`src/rtl/fpa_issue_ctrl.sv`:
```
// fpa_issue_ctrl: issue/collect stage around a combinational FP32 adder, with IEEE special-case bypass.
// Latency: special operands 1 cycle accept->out_valid; ordinary operands 1+SETTLE_CYCLES cycles.
// Backpressure: one op in flight; in_ready low until result taken; result held while out_ready low.
module fpa_issue_ctrl #(
   parameter int unsigned SETTLE_CYCLES = 1
) (
   input  logic        clk,
   input  logic        rst,
   input  logic        in_valid,
   output logic        in_ready,
   input  logic [31:0] in_x,
   input  logic [31:0] in_y,
   output logic [31:0] fpa_x,
   output logic [31:0] fpa_y,
   input  logic [31:0] fpa_result,
   output logic        out_valid,
   input  logic        out_ready,
   output logic [31:0] out_result,
   output logic [2:0]  out_flags
);

   typedef enum logic [1:0] {
      IDLE  = 2'd0,
      ISSUE = 2'd1,
      HOLD  = 2'd2
   } state_t;

   localparam logic [3:0] LP_LAST = 4'(SETTLE_CYCLES - 1);
   localparam logic [31:0] LP_QNAN = 32'h7FC0_0000;

   state_t      r_state;
   state_t      w_state_nxt;
   logic [3:0]  r_cnt;
   logic [3:0]  w_cnt_nxt;
   logic [31:0] r_fpa_x;
   logic [31:0] r_fpa_y;
   logic [31:0] r_result;
   logic [2:0]  r_flags;

   logic        w_accept;
   logic        w_capture;

   // operand classification terms
   logic        w_x_exp_max;
   logic        w_y_exp_max;
   logic        w_x_man_nz;
   logic        w_y_man_nz;
   logic        w_x_nan;
   logic        w_y_nan;
   logic        w_x_inf;
   logic        w_y_inf;
   logic        w_x_zero;
   logic        w_y_zero;
   logic        w_opp_sign;
   logic        w_mag_eq;
   logic        w_special;
   logic [31:0] w_spec_result;
   logic [2:0]  w_spec_flags;

   assign w_x_exp_max = &in_x[30:23];
   assign w_y_exp_max = &in_y[30:23];
   assign w_x_man_nz  = |in_x[22:0];
   assign w_y_man_nz  = |in_y[22:0];
   assign w_x_nan     = w_x_exp_max & w_x_man_nz;
   assign w_y_nan     = w_y_exp_max & w_y_man_nz;
   assign w_x_inf     = w_x_exp_max & ~w_x_man_nz;
   assign w_y_inf     = w_y_exp_max & ~w_y_man_nz;
   // denormals are flushed: any zero exponent is treated as zero
   assign w_x_zero    = ~|in_x[30:23];
   assign w_y_zero    = ~|in_y[30:23];
   assign w_opp_sign  = in_x[31] ^ in_y[31];
   assign w_mag_eq    = (in_x[30:0] == in_y[30:0]);

   // Special-case resolution, highest priority first; anything unmatched goes to the adder.
   always_comb begin
      w_special     = 1'b1;
      w_spec_result = 32'h0000_0000;
      w_spec_flags  = 3'b100;
      if (w_x_nan | w_y_nan) begin
         w_spec_result = LP_QNAN;
         w_spec_flags  = 3'b101;
      end else if (w_x_inf & w_y_inf & w_opp_sign) begin
         w_spec_result = LP_QNAN;
         w_spec_flags  = 3'b101;
      end else if (w_x_inf | w_y_inf) begin
         // both infinite here implies same sign, so X is the right answer
         w_spec_result = w_x_inf ? in_x : in_y;
         w_spec_flags  = 3'b110;
      end else if (w_x_zero & w_y_zero) begin
         w_spec_result = {in_x[31] & in_y[31], 31'b0};
      end else if (w_x_zero) begin
         w_spec_result = in_y;
      end else if (w_y_zero) begin
         w_spec_result = in_x;
      end else if (w_mag_eq & w_opp_sign) begin
         w_spec_result = 32'h0000_0000;
      end else begin
         w_special     = 1'b0;
         w_spec_flags  = 3'b000;
      end
   end

   // State and settle counter register.
   always_ff @(posedge clk) begin
      if (rst) begin
         r_state <= IDLE;
         r_cnt   <= 4'd0;
      end else begin
         r_state <= w_state_nxt;
         r_cnt   <= w_cnt_nxt;
      end
   end

   // Next-state logic plus accept/capture strobes for the datapath.
   always_comb begin
      w_state_nxt = r_state;
      w_cnt_nxt   = r_cnt;
      w_accept    = 1'b0;
      w_capture   = 1'b0;
      case (r_state)
         IDLE: begin
            if (in_valid) begin
               w_accept = 1'b1;
               if (w_special) begin
                  w_state_nxt = HOLD;
               end else begin
                  w_cnt_nxt   = 4'd0;
                  w_state_nxt = ISSUE;
               end
            end
         end
         ISSUE: begin
            w_cnt_nxt = r_cnt + 4'd1;
            if (r_cnt == LP_LAST) begin
               w_capture   = 1'b1;
               w_state_nxt = HOLD;
            end
         end
         HOLD: begin
            if (out_ready) begin
               w_state_nxt = IDLE;
            end
         end
         default: begin
            w_state_nxt = IDLE;
         end
      endcase
   end

   // Operand and result registers; operands only move on accept so the adder sees stable inputs.
   always_ff @(posedge clk) begin
      if (rst) begin
         r_fpa_x  <= 32'h0000_0000;
         r_fpa_y  <= 32'h0000_0000;
         r_result <= 32'h0000_0000;
         r_flags  <= 3'b000;
      end else begin
         if (w_accept) begin
            r_fpa_x <= in_x;
            r_fpa_y <= in_y;
            if (w_special) begin
               r_result <= w_spec_result;
               r_flags  <= w_spec_flags;
            end
         end
         if (w_capture) begin
            r_result <= fpa_result;
            r_flags  <= 3'b000;
         end
      end
   end

   assign in_ready   = (r_state == IDLE) & ~rst;
   assign out_valid  = (r_state == HOLD);
   assign fpa_x      = r_fpa_x;
   assign fpa_y      = r_fpa_y;
   assign out_result = r_result;
   assign out_flags  = r_flags;

endmodule

```
`config.mk`:
```
export PLATFORM = sky130hd
export DESIGN_NAME = fpa_issue_ctrl
export DESIGN_NICKNAME = d
export VERILOG_FILES = /design/src/rtl/fpa_issue_ctrl.sv
export SDC_FILE = /design/constraint.sdc
export NUM_CORES = 1
export LEC_CHECK = 0
export ABC_CLOCK_PERIOD_IN_PS = 4100
export CAP_MARGIN = 20
export CELL_PAD_IN_SITES_DETAIL_PLACEMENT = 1
export CELL_PAD_IN_SITES_GLOBAL_PLACEMENT = 1
export CORE_UTILIZATION = 25
export CTS_CLUSTER_SIZE = 8
export DETAILED_ROUTE_END_ITERATION = 12
export PLACE_DENSITY = 0.74
export SLEW_MARGIN = 30
export SYNTH_ARGS = -nofsm -noshare
export SYNTH_HDL_FRONTEND = slang
export SYNTH_SLANG_ARGS = --single-unit
```
`constraint.sdc`:
```
create_clock -name clk -period 4.1 [get_ports clk]
set_input_delay 0.615 -clock clk [delete_from_list [all_inputs] [get_ports clk]]
set_output_delay 0.615 -clock clk [all_outputs]
set_load 0.01 [all_outputs]
```
==> qor.yml, run 1 <==
cts_tree: "done"
dieArea_um2: 20900
cts_root_buffer: "clkbuf_16"
cp.arrival_ns: 3.60
clk_pin_slew_ns: 0.07
fin_crit_ns: 3.31
synth_fa_ha_area_frac: 0.00737
antenna_found_initial: 1
worstSetupEndpointType: "flop"
critical_path_class: "primary input to flop"
num-nets-final: 904
layout_commonest_cell: "clkdlybuf4s50_1"
layout_common_cells: "199 x clkdlybuf4s50_1, 136 x nand2_1, 105 x dfxtp_1"
grt_pass1_vias: 5514
design_area_um2: 7680
start_kind: "primary input"
clock_skew_ns: 0.0109
slew_violations: 0
synthArstFlopShare: 0
period_share: 0.807
avgViaCountPerCell: 5.01
io_pins: 201
synth_top_family_by_area: "compound AO/OA/AOI/OAI gates"
syn_area_um2: 5090
slew-limit-headroom: 0.441
die_w_um: 145
status: "finished clean"
clock-sinks: 105
yosys_warnings: 0
ys_ff_latch: 105
routedWlPerCell_um: 19.7
cap_violations: 0
synth_edf_count: 0
powerDensity_nw_per_um2: 388
post-route-drc-count: 0
tightest_slew_ns: 0.836
num_rows: 51
cts-resized-gates: 0
rsz0062_at_grt: "no"
synth_cell_types: 51
grt_pass1_wl_mm: 31.8
syn_nets: 724
hold_viol: 0
ant_nets: 0
ir_drop_v: 0.000192
min_path_type: "flop to flop"
grt.total_usage: 0.203
synth_xor_area_frac: 0.0533
cts_hold_buffers: 0
first_pass_iters: 5
placed_area_um2: 7350
setup_viol: 0
gp_congestion: 0.877
fillers: 2316
clockBufferDepth: 2
syn_to_final_growth_pct: 50.8
yosys.area_share.simple: 0.213
power.leakage_nw: 2.70
io_buffers: 200
clock_latency_ns: 0.35
die_h_um: 145
h-tree-depth: 3
drive_gt1_frac: 0.0558
synthMuxAreaShare: 0.00393
syn_avg_cell_area_um2: 8.20
cts_buffers: 9
dp_hpwl_mm: 16.2
critPathRequiredTime_ns: 4.39
wirelength_mm: 21.1
start_util: 0.258
seq_area_frac_synth: 0.413
syn_inst: 621
post_cts_buffers: 0
vias: 5376
grt_overflow: 0
fmax_mhz: 302
core_um2: 19700
synthFlopType: "dfxtp_1"
finalSetupTns_ns: 0
drt_iter0_drc: 269
crit_fanout: 23
synth_compound_area_frac: 0.269
grt_max_degree: 68
==> final timing paths <==
check                    startpoint                     endpoint  slack, ns  depth (start not counted)
max                         in_y[0]  out_result[31]$_SDFFE_PP0P_       0.79                          7
min reg2reg  fpa_y[14]$_SDFFE_PP0P_       fpa_y[14]$_SDFFE_PP0P_       0.45                          2
max reg2reg   r_cnt[0]$_SDFFE_PP0P_  out_result[31]$_SDFFE_PP0P_       1.67                          7
min          fpa_y[14]$_SDFFE_PP0P_       fpa_y[14]$_SDFFE_PP0P_       0.45                          2
==> Yosys cell counts (3+ instances only) <==
cell	n	area [µm²]
nand2_1	137	514
dfxtp_1	105	2100
a21oi_1	95	475
nor2_1	42	158
xor2_1	31	272
clkbuf_1	28	105
a22oi_1	23	173
a211oi_1	22	165
a2bb2oi_1	22	193
nor4_1	20	125
nand4_1	9	56.3
o221a_1	9	101
buf_2	8	40.0
nor3_1	6	30.0
inv_1	4	15.0
or4_4	4	45.0
buf_1	3	11.3
ha_1	3	37.5
nand3_1	3	15.0
o211a_1	3	30.0
o211ai_1	3	22.5
==> sequential cells by signal, summed over array words and instances, names as in the netlist <==
signal and cells:
fpa_x 32, fpa_y 32, out_result 32, r_cnt 4
out_flags 3, r_state 2
==> layout make-up <==
| cell class | instances | area [µm²] | share of cell area |
|---|---|---|---|
| Sequential cell | 105 | 2100 | 0.274 |
| Antenna cell | 1 | 2.50 | 0.000326 |
| Clock buffer | 12 | 246 | 0.0321 |
| Inverter | 5 | 18.8 | 0.00244 |
| Clock inverter | 4 | 73.8 | 0.00962 |
| Tap cell | 265 | 332 | 0.0432 |
| Multi-Input combinational cell | 469 | 2800 | 0.364 |
| Timing Repair Buffer | 211 | 2110 | 0.274 |
==> per-stage QoR <==
stage               hold slack (ns)  utilization  total power [mW]  cells  worst slack, ns
finish                        0.452        0.389              2.98   1072            0.791
global route                  0.476        0.389              3.13   1072            0.725
CTS                           0.455        0.389              3.01   1071            0.884
detailed placement            0.446        0.373              2.06   1055            0.521
global placement              0.441        0.373              2.05   1055            0.569
floorplan                     0.424            -              1.59    621             1.79
==> where the power goes <==
| group | switching, mW | internal [mW] |
|---|---|---|
| sequential | 0.0627 | 1.12 |
| clock | 0.393 | 0.554 |
| combinational | 0.448 | 0.403 |
| total | 0.904 | 2.08 |
==> layer usage <==
metal  up-vias  part of all wire  GRT usage
li1       2602                 -          -
met1      2564              0.46      0.277
met2       178              0.45      0.311
met3        32             0.057     0.0448
met4         0             0.029     0.0715
met5         -                 0          0
==> worst max-delay path: stages <==
cell             delay, ns
clkdlybuf4s50_1       0.55
nor4_1                0.35
nand4_1               0.20
o31ai_2               0.45
nand3_2               0.54
a2111oi_2             0.62
o221a_1               0.27
==> logic make-up after synthesis <==
logic type / Yosys count
adder cells (fa/ha/maj): 3
multiplexers: 2
flip-flops: 105
buffers and inverters: 47
XOR/XNOR: 31
AO/OA/AOI/OAI: 197
AND/OR/NAND/NOR: 236
(Power assumes the default switching activity.)
==> inputs of run 2 (changes only) <==
ABC_CLOCK_PERIOD_IN_PS = 2900   (was 4100)
PLACE_DENSITY = 0.76   (was 0.74)
clock period = 2.9 ns   (was 4.1 ns; I/O delays follow)
==> qor.yml, run 2 (synthesized netlist as in run 1, its figures left out) <==
status: "finished clean"
critPathRequiredTime_ns: 3.20
routedWlPerCell_um: 19.3
fillers: 2288
start_kind: "primary input"
antenna_found_initial: 0
final-seq-area_um2: 2100
combPwrFrac: 0.313
cts_hold_buffers: 0
grt_overflow: 0
clock_skew_ns: 0.00634
ant_nets: 0
gr-usage-met1: 0.277
clockBufferDepth: 2
cp.buffers_inverters: 1
dieArea_um2: 20900
placed_area_um2: 7690
setup_viol: 0
cts_root_buffer: "clkbuf_16"
layout_common_cells: "199 x clkdlybuf4s50_1, 136 x nand2_1, 105 x dfxtp_1"
slew_violations: 0
clock_latency_ns: 0.35
multi_input_area_um2: 2800
fmax_mhz: 378
met2_usage: 0.320
io_buffers: 200
clock-sinks: 105
grt_max_degree: 70
grt_pass1_vias: 5618
slowest_stage: "nor4_1"
slew-limit-headroom: 0.599
cp.arrival_ns: 2.94
design_area_um2: 7940
clk_pin_slew_ns: 0.07
p_switching_mw: 1.26
worstSetupEndpointType: "flop"
crit_family: "simple AND/OR/NAND/NOR gates"
fin_crit_ns: 2.64
die_w_um: 145
intPower_mw: 2.77
grt.total_usage: 0.206
critical_path_class: "primary input to flop"
post-place-cells: 1091
path_cells: "clkdlybuf4s50_1 -> nor4_1 -> nand4_1 -> or4_4 -> nor3b_1 -> a2111oi_2 -> o221a_1"
use_met3: 0.0517
ir_drop_v: 0.000305
period_share: 0.911
cap_violations: 0
gp_congestion: 0.873
start_util: 0.258
avgViaCountPerCell: 4.94
cts-resized-gates: 0
rsz0062_at_grt: "no"
crit_fanout: 4
vias: 5461
layout_commonest_cell: "clkdlybuf4s50_1"
core_um2: 19700
drt_iter0_drc: 289
max_stage_delay_ns: 0.55
post_cts_buffers: 0
dp_hpwl_mm: 16.5
cts_tree: "done"
grt_pass1_wl_mm: 32.3
power_mw: 4.03
io_pins: 201
cts_buffers: 9
pre_cts_slack_ns: -0.0354
final_cells: 1106
syn_to_final_growth_pct: 55.8
die_h_um: 145
wirelength_mm: 21.3
num_rows: 51
h-tree-depth: 3
power.leakage_nw: 2.85
setup_ws_ns: 0.258
seqPwrFrac: 0.413
min_path_type: "flop to flop"
num-nets-final: 940
clock_power_share: 0.274
drive_gt1_frac: 0.0917
top_usage_layer: "met2"
first_pass_iters: 4
switching_share: 0.312
tightest_slew_ns: 0.602
post-route-drc-count: 0
hold_viol: 0
powerDensity_nw_per_um2: 508
run 2: cell count changes in the layout (fill, tap and decap cells not counted), sizes merged:
cell    change
inv         -1
bufinv      -2
clkbuf      +1
buf        +36
run 2: layout make-up:
| type | instances | share of cell area |
|---|---|---|
| Clock inverter | 1 | 0.000631 |
| Antenna cell | 1 | 0.000315 |
| Inverter | 5 | 0.00237 |
| Timing Repair Buffer | 247 | 0.307 |
| Tap cell | 265 | 0.0418 |
| Multi-Input combinational cell | 469 | 0.352 |
| Clock buffer | 13 | 0.0303 |
| Sequential cell | 105 | 0.265 |
run 2: worst min-delay path, delay by kind of cell, from the launching register on:
kind            cells  cell delay [ns]
compound gates      1             0.05
flops               1             0.31
simple gates        1             0.05
run 2: stage by stage:
stage / utilization / hold WS, ns / setup TNS, ns
after global placement: 0.390 / 0.441 / 0
after global routing: 0.402 / 0.479 / 0
final: 0.402 / 0.458 / 0
after detailed placement: 0.390 / 0.449 / -0.0354
after CTS: 0.402 / 0.458 / 0
after floorplan: - / 0.424 / 0
run 2: routing by layer:
| layer | wire length (µm) | vias up | share of wire |
|---|---|---|---|
| li1 | - | 2668 | - |
| met1 | 9850 | 2622 | 0.46 |
| met2 | 9660 | 145 | 0.45 |
| met3 | 1320 | 26 | 0.062 |
| met4 | 501 | 0 | 0.023 |
| met5 | 0 | - | 0 |
run 2: path summary, 6_finish.rpt:
path                      startpoint                           to  slack [ns]  cells after the start
min           fpa_y[20]$_SDFFE_PP0P_       fpa_y[20]$_SDFFE_PP0P_        0.46                      2
max                         in_x[17]  out_result[31]$_SDFFE_PP0P_        0.26                      7
max reg2reg  r_state[0]$_SDFFE_PP0P_   out_result[4]$_SDFFE_PP0P_        0.86                      7
min reg2reg   fpa_y[20]$_SDFFE_PP0P_       fpa_y[20]$_SDFFE_PP0P_        0.46                      2
run 2: power groups by stage:
stage	combinational [mW]	sequential, mW	clock, mW
detailed placement	1.27	1.70	0
floorplan	0.493	1.75	0
global route	1.36	1.69	1.19
CTS	1.27	1.67	1.14
global placement	1.25	1.70	0
finish	1.26	1.67	1.10
